===== config.mk =====
export PLATFORM = sky130hd
export DESIGN_NAME = multiword_add_seq_flat
export DESIGN_NICKNAME = d
export VERILOG_FILES = /design/src/rtl/multiword_add_seq_if.sv /design/src/rtl/multiword_add_seq.sv /design/src/flat_wrapper.sv
export SDC_FILE = /design/constraint.sdc
export NUM_CORES = 1
export LEC_CHECK = 0
export BUFFER_PORTS_ARGS = -buffer_cell sky130_fd_sc_hd__buf_4
export CORE_MARGIN = 5
export CORE_UTILIZATION = 59
export DETAILED_ROUTE_END_ITERATION = 8
export GPL_ROUTABILITY_DRIVEN = 0
export PLACE_DENSITY = 0.85
export SLEW_MARGIN = 10
export SYNTH_ARGS = -nofsm -noshare
export SYNTH_HDL_FRONTEND = slang
export SYNTH_SLANG_ARGS = --single-unit

===== constraint.sdc =====
create_clock -name clk -period 3.3 [get_ports clk]
set_clock_uncertainty 0.15 [all_clocks]
set_input_delay 0.33 -clock clk [delete_from_list [all_inputs] [get_ports clk]]
set_output_delay 0.33 -clock clk [all_outputs]
set_load 0.02 [all_outputs]

===== src/rtl/multiword_add_seq_if.sv =====
// Bundles the request/result handshake and the word-serial adder port of multiword_add_seq.
// The master side is the requester together with the external N-bit adder.
interface multiword_add_seq_if #(
    parameter int N     = 4,
    parameter int WORDS = 4
);
    logic                 start;
    logic [N*WORDS-1:0]   a_in;
    logic [N*WORDS-1:0]   b_in;
    logic                 cin;
    logic                 ready;
    logic                 busy;
    logic [N-1:0]         add_a;
    logic [N-1:0]         add_b;
    logic                 add_cin;
    logic [N-1:0]         add_sum;
    logic                 add_cout;
    logic [N*WORDS-1:0]   result;
    logic                 cout;
    logic                 valid;

    modport master (
        output start, a_in, b_in, cin, add_sum, add_cout,
        input  ready, busy, add_a, add_b, add_cin, result, cout, valid
    );

    modport slave (
        input  start, a_in, b_in, cin, add_sum, add_cout,
        output ready, busy, add_a, add_b, add_cin, result, cout, valid
    );
endinterface


===== src/rtl/multiword_add_seq.sv =====
// Word-serial multi-precision adder controller: feeds one N-bit word per clock, LSW first,
// into an external adder and chains its carry. All outputs come straight from registers.
module multiword_add_seq #(
    parameter int N     = 4,
    parameter int WORDS = 4
) (
    input  logic               clk,
    input  logic               rst_n,
    multiword_add_seq_if.slave bus
);
    localparam int IW = (WORDS > 1) ? $clog2(WORDS) : 1;
    localparam logic [IW-1:0] LAST = IW'(WORDS - 1);

    typedef enum logic [1:0] {IDLE, RUN, DONE} state_t;
    typedef logic [WORDS-1:0][N-1:0] wordVec_t;

    state_t        state;
    wordVec_t      opA, opB, sumQ;
    logic [IW-1:0] idx;
    logic [N-1:0]  addA, addB;
    logic          addCin, coutQ, readyQ, busyQ, validQ;

    logic [IW-1:0] nxtIdx;
    logic [N-1:0]  nxtA, nxtB;

    // Pre-select the next word so add_a/add_b can be loaded as registers one edge ahead.
    always_comb begin
        nxtIdx = idx + 1'b1;
        nxtA   = '0;
        nxtB   = '0;
        for (int k = 0; k < WORDS; k++) begin
            if (nxtIdx == IW'(k)) begin
                nxtA = opA[k];
                nxtB = opB[k];
            end
        end
    end

    always_ff @(posedge clk or negedge rst_n) begin
        if (!rst_n) begin
            state  <= IDLE;
            opA    <= '0;
            opB    <= '0;
            sumQ   <= '0;
            idx    <= '0;
            addA   <= '0;
            addB   <= '0;
            addCin <= 1'b0;
            coutQ  <= 1'b0;
            readyQ <= 1'b1;
            busyQ  <= 1'b0;
            validQ <= 1'b0;
        end else begin
            case (state)
                IDLE: begin
                    validQ <= 1'b0;
                    if (bus.start) begin
                        opA    <= bus.a_in;
                        opB    <= bus.b_in;
                        sumQ   <= '0;
                        coutQ  <= 1'b0;
                        idx    <= '0;
                        addA   <= bus.a_in[N-1:0];
                        addB   <= bus.b_in[N-1:0];
                        addCin <= bus.cin;
                        readyQ <= 1'b0;
                        busyQ  <= 1'b1;
                        state  <= RUN;
                    end
                end
                RUN: begin
                    for (int k = 0; k < WORDS; k++) begin
                        if (idx == IW'(k)) sumQ[k] <= bus.add_sum;
                    end
                    idx <= nxtIdx;
                    if (idx == LAST) begin
                        coutQ  <= bus.add_cout;
                        addA   <= '0;
                        addB   <= '0;
                        addCin <= 1'b0;
                        busyQ  <= 1'b0;
                        validQ <= 1'b1;
                        state  <= DONE;
                    end else begin
                        addA   <= nxtA;
                        addB   <= nxtB;
                        addCin <= bus.add_cout;
                    end
                end
                DONE: begin
                    validQ <= 1'b0;
                    readyQ <= 1'b1;
                    state  <= IDLE;
                end
                default: begin
                    validQ <= 1'b0;
                    busyQ  <= 1'b0;
                    readyQ <= 1'b1;
                    state  <= IDLE;
                end
            endcase
        end
    end

    assign bus.add_a   = addA;
    assign bus.add_b   = addB;
    assign bus.add_cin = addCin;
    assign bus.result  = sumQ;
    assign bus.cout    = coutQ;
    assign bus.ready   = readyQ;
    assign bus.busy    = busyQ;
    assign bus.valid   = validQ;
endmodule

===== src/flat_wrapper.sv =====
// flat-port wrapper written by rule: the top's interface ports become plain ports
module multiword_add_seq_flat 
#(
    parameter int N     = 4,
    parameter int WORDS = 4
)
  (clk, rst_n, bus_start, bus_a_in, bus_b_in, bus_cin, bus_add_sum, bus_add_cout, bus_ready, bus_busy, bus_add_a, bus_add_b, bus_add_cin, bus_result, bus_cout, bus_valid);
  multiword_add_seq_if #(.N(N), .WORDS(WORDS)) bus_i ();
  input  logic clk;
  input  logic rst_n;
  input wire logic [$bits(bus_i.start)-1:0] bus_start;
  input wire logic [$bits(bus_i.a_in)-1:0] bus_a_in;
  input wire logic [$bits(bus_i.b_in)-1:0] bus_b_in;
  input wire logic [$bits(bus_i.cin)-1:0] bus_cin;
  input wire logic [$bits(bus_i.add_sum)-1:0] bus_add_sum;
  input wire logic [$bits(bus_i.add_cout)-1:0] bus_add_cout;
  output wire logic [$bits(bus_i.ready)-1:0] bus_ready;
  output wire logic [$bits(bus_i.busy)-1:0] bus_busy;
  output wire logic [$bits(bus_i.add_a)-1:0] bus_add_a;
  output wire logic [$bits(bus_i.add_b)-1:0] bus_add_b;
  output wire logic [$bits(bus_i.add_cin)-1:0] bus_add_cin;
  output wire logic [$bits(bus_i.result)-1:0] bus_result;
  output wire logic [$bits(bus_i.cout)-1:0] bus_cout;
  output wire logic [$bits(bus_i.valid)-1:0] bus_valid;
  assign bus_i.start = bus_start;
  assign bus_i.a_in = bus_a_in;
  assign bus_i.b_in = bus_b_in;
  assign bus_i.cin = bus_cin;
  assign bus_i.add_sum = bus_add_sum;
  assign bus_i.add_cout = bus_add_cout;
  assign bus_ready = bus_i.ready;
  assign bus_busy = bus_i.busy;
  assign bus_add_a = bus_i.add_a;
  assign bus_add_b = bus_i.add_b;
  assign bus_add_cin = bus_i.add_cin;
  assign bus_result = bus_i.result;
  assign bus_cout = bus_i.cout;
  assign bus_valid = bus_i.valid;
  multiword_add_seq #(.N(N), .WORDS(WORDS)) u_core (.clk(clk), .rst_n(rst_n), .bus(bus_i));
endmodule

==> results of run 1 <==
==> metrics by stage <==
step	utilization, %	cells
final	73.3	402
after floorplan	-	256
after global placement	70.0	385
after detailed placement	70.0	385
after global routing	73.3	402
after CTS	73.3	402
==> metal layers <==
metal  vias up  share of wire, %  global-route usage [%]
met3        19               5.9                    7.36
met1      1190                42                    27.9
li1       1077                 -                       -
met2        72                49                    36.0
met5         -                 0                       0
met4         0               2.2                    7.05
==> what timing repair did <==
action	in CTS	in global routing
hold buffers	1	0
gates resized for setup	0	0
endpoints found under the setup margin	0	0
endpoints found under the hold margin	64	0
==> path summary, 6_finish.rpt <==
check                            startpoint                   to  slack, ns
min                            bus_b_in[13]       u_core.opB[13]       0.06
min reg2reg                u_core.bus.ready     u_core.bus.ready       0.34
max in group asynchronous             rst_n       u_core.opA[13]       1.98
min in group asynchronous             rst_n        u_core.opB[8]       0.46
max                           u_core.idx[1]  u_core.bus.add_a[3]       1.13
max reg2reg                   u_core.idx[1]  u_core.bus.add_a[3]       1.13
==> power groups by stage <==
stage	clock [uW]	combinational, uW	sequential (uW)
floorplan	0	1270	1520
global placement	0	1820	1440
detailed placement	0	1890	1450
CTS	595	1900	1450
global route	642	2030	1490
finish	591	1880	1450
==> final cells by class <==
class / instances / area share [%]
well taps: 72 / 2.26
inverters: 9 / 0.847
repair buffers: 75 / 14.2
clock buffers: 13 / 3.74
flip-flops and latches: 65 / 40.8
clock inverters: 3 / 0.439
multi-input cells: 165 / 37.7
==> sequential cells by signal (all words and copies together) (netlist names), 2 cells and up <==
signal	flops
u_core.bus.add_b	4
u_core.state	2
u_core.opB	16
u_core.bus.result	16
u_core.idx	2
u_core.opA	16
u_core.bus.add_a	4
==> synthesized netlist by cell type <==
master / n / area share, %
a21o_1: 3 / 0.69
a21oi_1: 13 / 2.0
a221o_1: 1 / 0.31
a221oi_1: 3 / 0.80
a22o_1: 21 / 5.6
a311oi_1: 4 / 1.1
a31o_2: 1 / 0.27
a32o_1: 1 / 0.31
a41oi_1: 1 / 0.27
and2b_1: 1 / 0.23
and3_1: 1 / 0.19
buf_1: 2 / 0.23
buf_2: 7 / 1.1
buf_6: 5 / 1.7
clkbuf_1: 3 / 0.34
dfrtp_1: 64 / 49
dfstp_2: 1 / 0.80
ha_1: 8 / 3.1
inv_1: 9 / 1.0
mux2_2: 16 / 5.5
mux2_4: 28 / 13
nand2_1: 7 / 0.80
nand2b_1: 2 / 0.38
nand3b_1: 6 / 1.4
nand4bb_1: 5 / 1.7
nor2_1: 8 / 0.92
nor2b_1: 15 / 2.9
nor2b_2: 1 / 0.27
nor3b_1: 2 / 0.46
nor4bb_1: 1 / 0.31
o21ai_0: 6 / 0.92
o21bai_1: 1 / 0.23
o221ai_1: 3 / 0.80
o32a_1: 4 / 1.2
or2_1: 1 / 0.19
or3b_1: 1 / 0.27
==> worst max-delay path: stages, from the launching register on <==
cell	delay, ns
dfrtp_1	0.45
inv_1	0.16
ha_1	0.56
nor2b_1	0.17
a221oi_1	0.37
o221ai_1	0.18
==> kinds of logic (layout without fill, tap and decap cells) <==
| group | Yosys count | in the layout | synth area share [%] |
|---|---|---|---|
| AO/OA/AOI/OAI | 62 | 62 | 14.5 |
| adder cells (fa/ha/maj) | 8 | 8 | 3.06 |
| buffers and inverters | 26 | 100 | 4.40 |
| flip-flops | 65 | 65 | 49.7 |
| multiplexers | 44 | 44 | 18.3 |
| AND/OR/NAND/NOR | 51 | 51 | 9.98 |
==> cells in the final DEF, fill, tap and decap left out, types with 5 or more instances in the layout <==
cell,n
ha_1,8
inv_1,9
nor2b_1,15
nand2_1,7
a22o_1,21
mux2_4,28
dfrtp_1,64
mux2_2,16
nand4bb_1,5
nand3b_1,6
nor2_1,8
buf_4,74
o21ai_0,6
a21oi_1,13
clkbuf_8,10
==> results.yml, run 1 <==
global_route:
  antenna_found_initial: 0
  grt_overflow: 0
  grt_pass1_vias: 2527
  grt_pass1_wl_um: 12600
  grtUsageTotal_pct: 22.1
  grt_max_degree: 66
placed_design:
  dp_hpwl_um: 5100
  place_area_um2: 3810
  pre_cts_ws_ns: 1.19
  io_buffers: 69
floorplanning:
  rows: 27
  die_x_um: 84.5
  die_y_um: 84.5
  start_util_pct: 60.2
  coreArea_um2: 5440
  die_area_um2: 7140
  ios: 70
logic_synthesis:
  synth_fp_nets: 305
  synth.avg_cell_area_um2: 12.8
  synthesis.area_um2: 3270
  ys_seq_area_share_pct: 49.7
  synthDistinctLibCells: 36
  ys_ff_latch: 65
  syn_inst: 256
  yosysWarnings: 0
min_path:
  hold_class: "in -> reg"
  hold_path_depth: 2
power_and_ir_drop:
  clkPwrFrac_pct: 15.0
  p_per_area_nw_per_um2: 985
  p_total_uw: 3930
  irDropWorstVdd_mv: 0.535
  p_sw_uw: 1460
  seqPwrFrac_pct: 37.0
  internal_power_uw: 2460
  swShare_pct: 37.2
  comb_power_share_pct: 48.0
  leakage_uw: 0.00191
setup_path:
  critPathLaunchType: "flop"
  cp.required_ns: 3.36
  path_max_fanout: 20
  end_kind: "flop"
  critical_path_class: "reg -> reg"
  worstRegToRegCells: 5
  arrival_ns: 2.22
cts:
  cts_buffers: 9
  htree_levels: 3
  cts.reportedPaths.clkPinSlew_ns: 0.07
  cts.sinks: 65
  tritoncts: "built"
  cts_setup_buffers: 0
  cts_root_buffer: "clkbuf_8"
  cts.path.max_buffers: 2
  clk-insertion-delay-late_ns: 0.34
sta:
  fin_crit_sh_pct: 65.6
  setup_viol: 0
  slew_violations: 0
  hold_violations: 0
  layout_min_cycle_time_ns: 2.17
  clock.fmax_ghz: 0.462
  rsz0062_at_grt: "false"
  worst_hold_slack_ns: 0.0630
  slew_headroom_pct: 45.6
  setup_tns_ns: 0
  tightestPinTransition_ns: 0.816
  worst_slack_ns: 1.13
final_layout:
  seqCellArea_um2: 1630
  stdcell_area_um2: 3990
  area_growth_pct: 21.8
  final_nets: 374
  drive_above_1_share_pct: 40.9
  multiInputGateArea_um2: 1500
  antenna_cells: 0
  num-fill-cells: 383
drt:
  vias: 2358
  drt_iter0_markers: 98
  wirelength_um: 7510
  routed_via_density: 5.87
  route.detailed.drc: 0
  dr.pass1.iters: 4
  antenna_left: 0
  wl_per_cell_um: 18.7
outcome:
  outcome: "complete, no violations"
job:
  cap_violations: 0
No activity file was read; power rests on OpenSTA's default activity.
==> run 2: changes to the inputs <==
- ABC_AREA: default -> 1
- CORE_UTILIZATION: 59 -> 48
- PLACE_DENSITY: 0.85 -> 0.75
- clock period: 3.3 -> 1.9 ns (I/O delays scaled with it)
==> run 2 against run 1 <==
  * Final cell count grew 34%
  * Maximum frequency grew 21%
  * Count of clock-buffer cells in the layout is 2 lower
  * Cell area is 2.6% higher
  * Flip-flop and latch count stayed put
  * Critical path depth up 3
  * Sequential share of layout area fell by 1.0 points
  * Clock power increased by 96%
  * Largest power group unchanged
==> results.yml, run 2 <==
logic_synthesis:
  ys_top_cells_by_count: "144 x nand2_1, 64 x dfrtp_1, 30 x o21ai_0, 26 x nor2_1, 20 x inv_1"
  synthArstFlopShare_pct: 100
  syn_inst: 351
  synthDistinctLibCells: 22
  synthesis.area_um2: 2970
  dominantRegCellSynth: "dfrtp_1"
  post-synth-top-area-fraction_pct: 54.0
  ys_ff_latch: 65
  yosys-top-cells-area: "dfrtp_1 54%, nand2_1 18%, o21ai_0 5.1%"
  yosysWarnings: 0
  ys_seq_area_share_pct: 54.8
  post-synth-top-count-cell: "nand2_1"
  synth.avg_cell_area_um2: 8.46
  synth_area_leader_cell: "dfrtp_1"
  synth_fp_nets: 400
  synth-edff-count: 0
placed_design:
  io_buffers: 69
  dp_hpwl_um: 5040
  pre_cts_ws_ns: 0.0489
  place_area_um2: 3550
  dp_cells: 490
global_route:
  grt_max_degree: 39
  grt_pass1_wl_um: 12700
  grt_overflow: 0
  grt_pass1_vias: 2674
  antenna_found_initial: 0
  grtUsageTotal_pct: 21.2
setup_path:
  path_common_cell: "nand2_1"
  regToRegSetupSlack_ns: 0.11
  critical_path_class: "reg -> reg"
  path_delay_family: "simple AND/OR/NAND/NOR gates"
  r2r-start: "u_core.idx[1]"
  end_kind: "flop"
  cp.required_ns: 1.98
  endpoint: "u_core.bus.add_a[3]"
  worstRegToRegCells: 8
  slowest_stage: "dfrtp_1"
  timing.rr.end: "u_core.bus.add_a[3]"
  crit_cells: 8
  arrival_ns: 1.87
  critPathLaunchType: "flop"
  path_max_fanout: 12
  path_cells: "inv_1 -> ha_2 -> inv_1 -> or2_2 -> nand3_1 -> nand2_1 -> nand2_1 -> nand2_1"
  critical_path_buf_inv_count: 2
  cpPeakStageDelay_ns: 0.43
  crit_path_start: "u_core.idx[1]"
power_and_ir_drop:
  irDropWorstVdd_mv: 0.909
  p_per_area_nw_per_um2: 1630
  leakage_uw: 0.00214
sta:
  tightestPinTransition_ns: 0.415
  setup_tns_ns: 0
  layout_min_cycle_time_ns: 1.79
  fin_crit_sh_pct: 94.3
  worst_slack_ns: 0.108
  slew_headroom_pct: 72.3
  hold_violations: 0
  slew_violations: 0
  clock.fmax_ghz: 0.558
  setup_viol: 0
  rsz0062_at_grt: "false"
drt:
  drt_iter0_markers: 233
  route.detailed.drc: 0
  vias: 2680
  wl_per_cell_um: 13.9
  dr.pass1.iters: 5
  antenna_left: 0
  wirelength_um: 7490
  routed_via_density: 4.96
cts:
  htree_levels: 3
  clk-insertion-delay-late_ns: 0.34
  cts.reportedPaths.clkPinSlew_ns: 0.08
  cts.sinks: 65
  tritoncts: "built"
  cts_root_buffer: "clkbuf_8"
  cts_buffers: 9
  cts.path.max_buffers: 2
min_path:
  hold_class: "in -> reg"
  hold_path_depth: 3
outcome:
  outcome: "complete, no violations"
final_layout:
  num-fill-cells: 485
  stdcell_area_um2: 4090
  multiInputGateArea_um2: 1170
  mostFrequentLayoutCells: "144 x nand2_1, 75 x buf_4, 64 x dfrtp_1"
  fin_util_pct: 68.7
  seqCellArea_um2: 1630
  drive_above_1_share_pct: 23.4
  final_common_cell: "nand2_1"
  antenna_cells: 0
  final_nets: 509
  fin_cells: 540
  area_growth_pct: 37.8
job:
  cap_violations: 0
floorplanning:
  rows: 28
  die_area_um2: 7860
  coreArea_um2: 5960
  ios: 70
  start_util_pct: 49.8
  die_x_um: 88.6
  die_y_um: 88.6
-- run 2: worst min path at each step --
stage	from	endpoint	slack, ns
floorplan	rst_n	u_core.bus.add_a[0]	-0.26
global placement	rst_n	u_core.state[1]	-0.02
detailed placement	rst_n	u_core.state[1]	-0.02
CTS	bus_cin	u_core.bus.add_cin	0.04
global route	bus_add_sum[0]	u_core.bus.result[12]	0.07
finish	bus_add_sum[2]	u_core.bus.result[10]	0.07
-- run 2: report_power, final --
part / leakage (uW) / switching (uW) / internal, uW
Clock: 0.0000953 / 521 / 637
Sequential: 0.000815 / 364 / 2020
Combinational: 0.00123 / 1940 / 1170
-- run 2: repair_timing --
item | CTS | global route
hold endpoints to repair | 61 | 0
gates resized for setup | 0 | 3
setup buffers | 0 | 0
hold buffers | 34 | 0
endpoints found under the setup margin | 0 | 6
-- run 2: per-layer routing --
layer	up-vias	global-route usage (%)	wire length, um	share of wire (%)
met5	-	0	0	0
met4	0	5.91	98	1.3
met3	12	5.12	397	5.3
met2	76	33.1	3640	49
met1	1273	29.6	3350	45
li1	1319	-	-	-
-- run 2: area by class of cell --
class	instances	area share (%)
sequential	65	39.8
timing repair buffer	109	22.1
inverter	24	2.26
multi-input combinational	251	28.7
tap	75	2.29
clock buffer	11	3.46
clock inverter	5	1.35
-- run 2: cell families (layout without fill, tap and decap cells) --
group,count (synthesis),count (layout),synth area share [%]
fa+ha+maj,8,8,3.37
simple gates,189,189,25.7
buf+inv,35,149,5.73
flops,65,65,54.8
compound gates,54,54,10.4
-- run 2: metrics by stage --
| stage | total power (uW) | hold slack (ns) |
|---|---|---|
| finish | 6660 | 0.0667 |
| global placement | 5340 | -0.0203 |
| global route | 7240 | 0.0678 |
| floorplan | 4440 | -0.256 |
| detailed placement | 5420 | -0.0177 |
| CTS | 6670 | 0.0410 |
-- run 2: worst min-delay path: cells and delay by family --
family / cells / cell delay, ns
buffers and inverters: 1 / 0.11
AO/OA/AOI/OAI: 1 / 0.10
AND/OR/NAND/NOR: 1 / 0.12
==> run 3: changes to the inputs <==
- CAP_MARGIN: default -> 10
- HOLD_SLACK_MARGIN: default -> 0.1
==> run 3 against run 2 <==
  * Clock power about the same
  * Highest routed layer unchanged
  * Cell area increased by 1.2%
  * Critical endpoint unchanged
  * Final cell count increased by 0.93%
==> results.yml, run 3 (synthesized netlist as in run 2, its figures left out) <==
outcome:
  outcome: "complete, no violations"
drt:
  dr.pass1.iters: 4
  drt_iter0_markers: 242
  routed_via_density: 4.96
  vias: 2703
  antenna_left: 0
  wirelength_um: 7670
  wl_per_cell_um: 14.1
  route.detailed.drc: 0
global_route:
  grtUsageTotal_pct: 21.8
  antenna_found_initial: 0
  grt_pass1_wl_um: 13000
  use_met2_pct: 34.6
  grt_overflow: 0
  grt_max_degree: 39
  grt-busiest-layer: "met2"
  use_met3_pct: 5.12
  grt_pass1_vias: 2721
  met1_usage_pct: 30.0
sta:
  slew_violations: 0
  worst_hold_slack_ns: 0.160
  worst_slack_ns: 0.109
  rsz0062_at_grt: "false"
  setup_tns_ns: 0
  hold_violations: 0
  slew_headroom_pct: 72.1
  tightestPinTransition_ns: 0.418
  fin_crit_sh_pct: 94.3
  clock.fmax_ghz: 0.558
  layout_min_cycle_time_ns: 1.79
  setup_viol: 0
floorplanning:
  start_util_pct: 49.8
  die_x_um: 88.6
  ios: 70
  die_area_um2: 7860
  die_y_um: 88.6
  rows: 28
  coreArea_um2: 5960
placed_design:
  pre_cts_ws_ns: 0.0489
  io_buffers: 69
  place_area_um2: 3550
  dp_hpwl_um: 5040
final_layout:
  final_common_cell: "nand2_1"
  area_growth_pct: 39.5
  stdcell_area_um2: 4140
  mostFrequentLayoutCells: "144 x nand2_1, 75 x buf_4, 64 x dfrtp_1"
  antenna_cells: 0
  final_nets: 514
  drive_above_1_share_pct: 23.2
cts:
  clk-insertion-delay-late_ns: 0.34
  tritoncts: "built"
  cts_root_buffer: "clkbuf_8"
  cts.sinks: 65
  cts.path.max_buffers: 2
  htree_levels: 3
  cts.reportedPaths.clkPinSlew_ns: 0.07
  cts_buffers: 9
setup_path:
  r2r-start: "u_core.idx[1]"
  worstRegToRegCells: 8
  timing.rr.end: "u_core.bus.add_a[3]"
  critPathLaunchType: "flop"
  critical_path_class: "reg -> reg"
  path_max_fanout: 12
  regToRegSetupSlack_ns: 0.11
  end_kind: "flop"
  cp.required_ns: 1.98
  arrival_ns: 1.87
min_path:
  hold_class: "in -> async"
power_and_ir_drop:
  p_per_area_nw_per_um2: 1610
  p_total_uw: 6680
  irDropWorstVdd_mv: 0.907
  leakage_uw: 0.00216
job:
  cap_violations: 0
run 3: stage by stage:
step                      utilization (%)  cells
after CTS                            69.4    545
after floorplan                         -    351
after global routing                 69.5    545
after detailed placement             59.6    490
after global placement               59.6    490
final                                69.5    545
run 3: critical path, cell delays in order, from the launching register on:
cell and delay [ns]:
dfrtp_1 0.43, inv_1 0.16, ha_2 0.24, inv_1 0.15, or2_2 0.31, nand3_1 0.08, nand2_1 0.05, nand2_1 0.06
nand2_1 0.06
run 3: metal layers:
layer,vias up,part of all wire [%]
li1,1335,-
met1,1284,44
met2,76,49
met3,8,5.8
met4,0,1.1
met5,-,0
run 3: what timing repair did:
item	CTS	global route
hold buffers	39	0
buffers inserted	0	0
endpoints found under the setup margin	0	6
endpoints found under the hold margin	122	0
gates resized for setup	0	3
run 3: worst max path at each step:
| stage | from | to | slack [ns] | cells after the start |
|---|---|---|---|---|
| after floorplan | u_core.idx[0] | u_core.bus.add_b[2] | 0.26 | 9 |
| after CTS | u_core.idx[0] | u_core.bus.add_a[3] | 0.05 | 8 |
| final | u_core.idx[1] | u_core.bus.add_a[3] | 0.11 | 8 |
| after global routing | u_core.idx[1] | u_core.bus.add_a[3] | 0.01 | 8 |
| after global placement | u_core.idx[0] | u_core.bus.add_b[0] | 0.16 | 8 |
| after detailed placement | u_core.idx[0] | u_core.bus.add_a[3] | 0.05 | 8 |
run 3: power breakdown:
part | switching [uW] | internal [uW]
sequential | 369 | 2020
clock | 521 | 637
combinational | 1950 | 1180
run 3: area by class of cell:
| cell class | instances | area [um2] |
|---|---|---|
| multi-input combinational | 251 | 1170 |
| tap | 75 | 93.8 |
| timing repair buffer | 114 | 953 |
| sequential | 65 | 1630 |
| fill | 477 | 1820 |
| inverter | 24 | 92.6 |
| clock buffer | 11 | 141 |
| clock inverter | 5 | 55.1 |
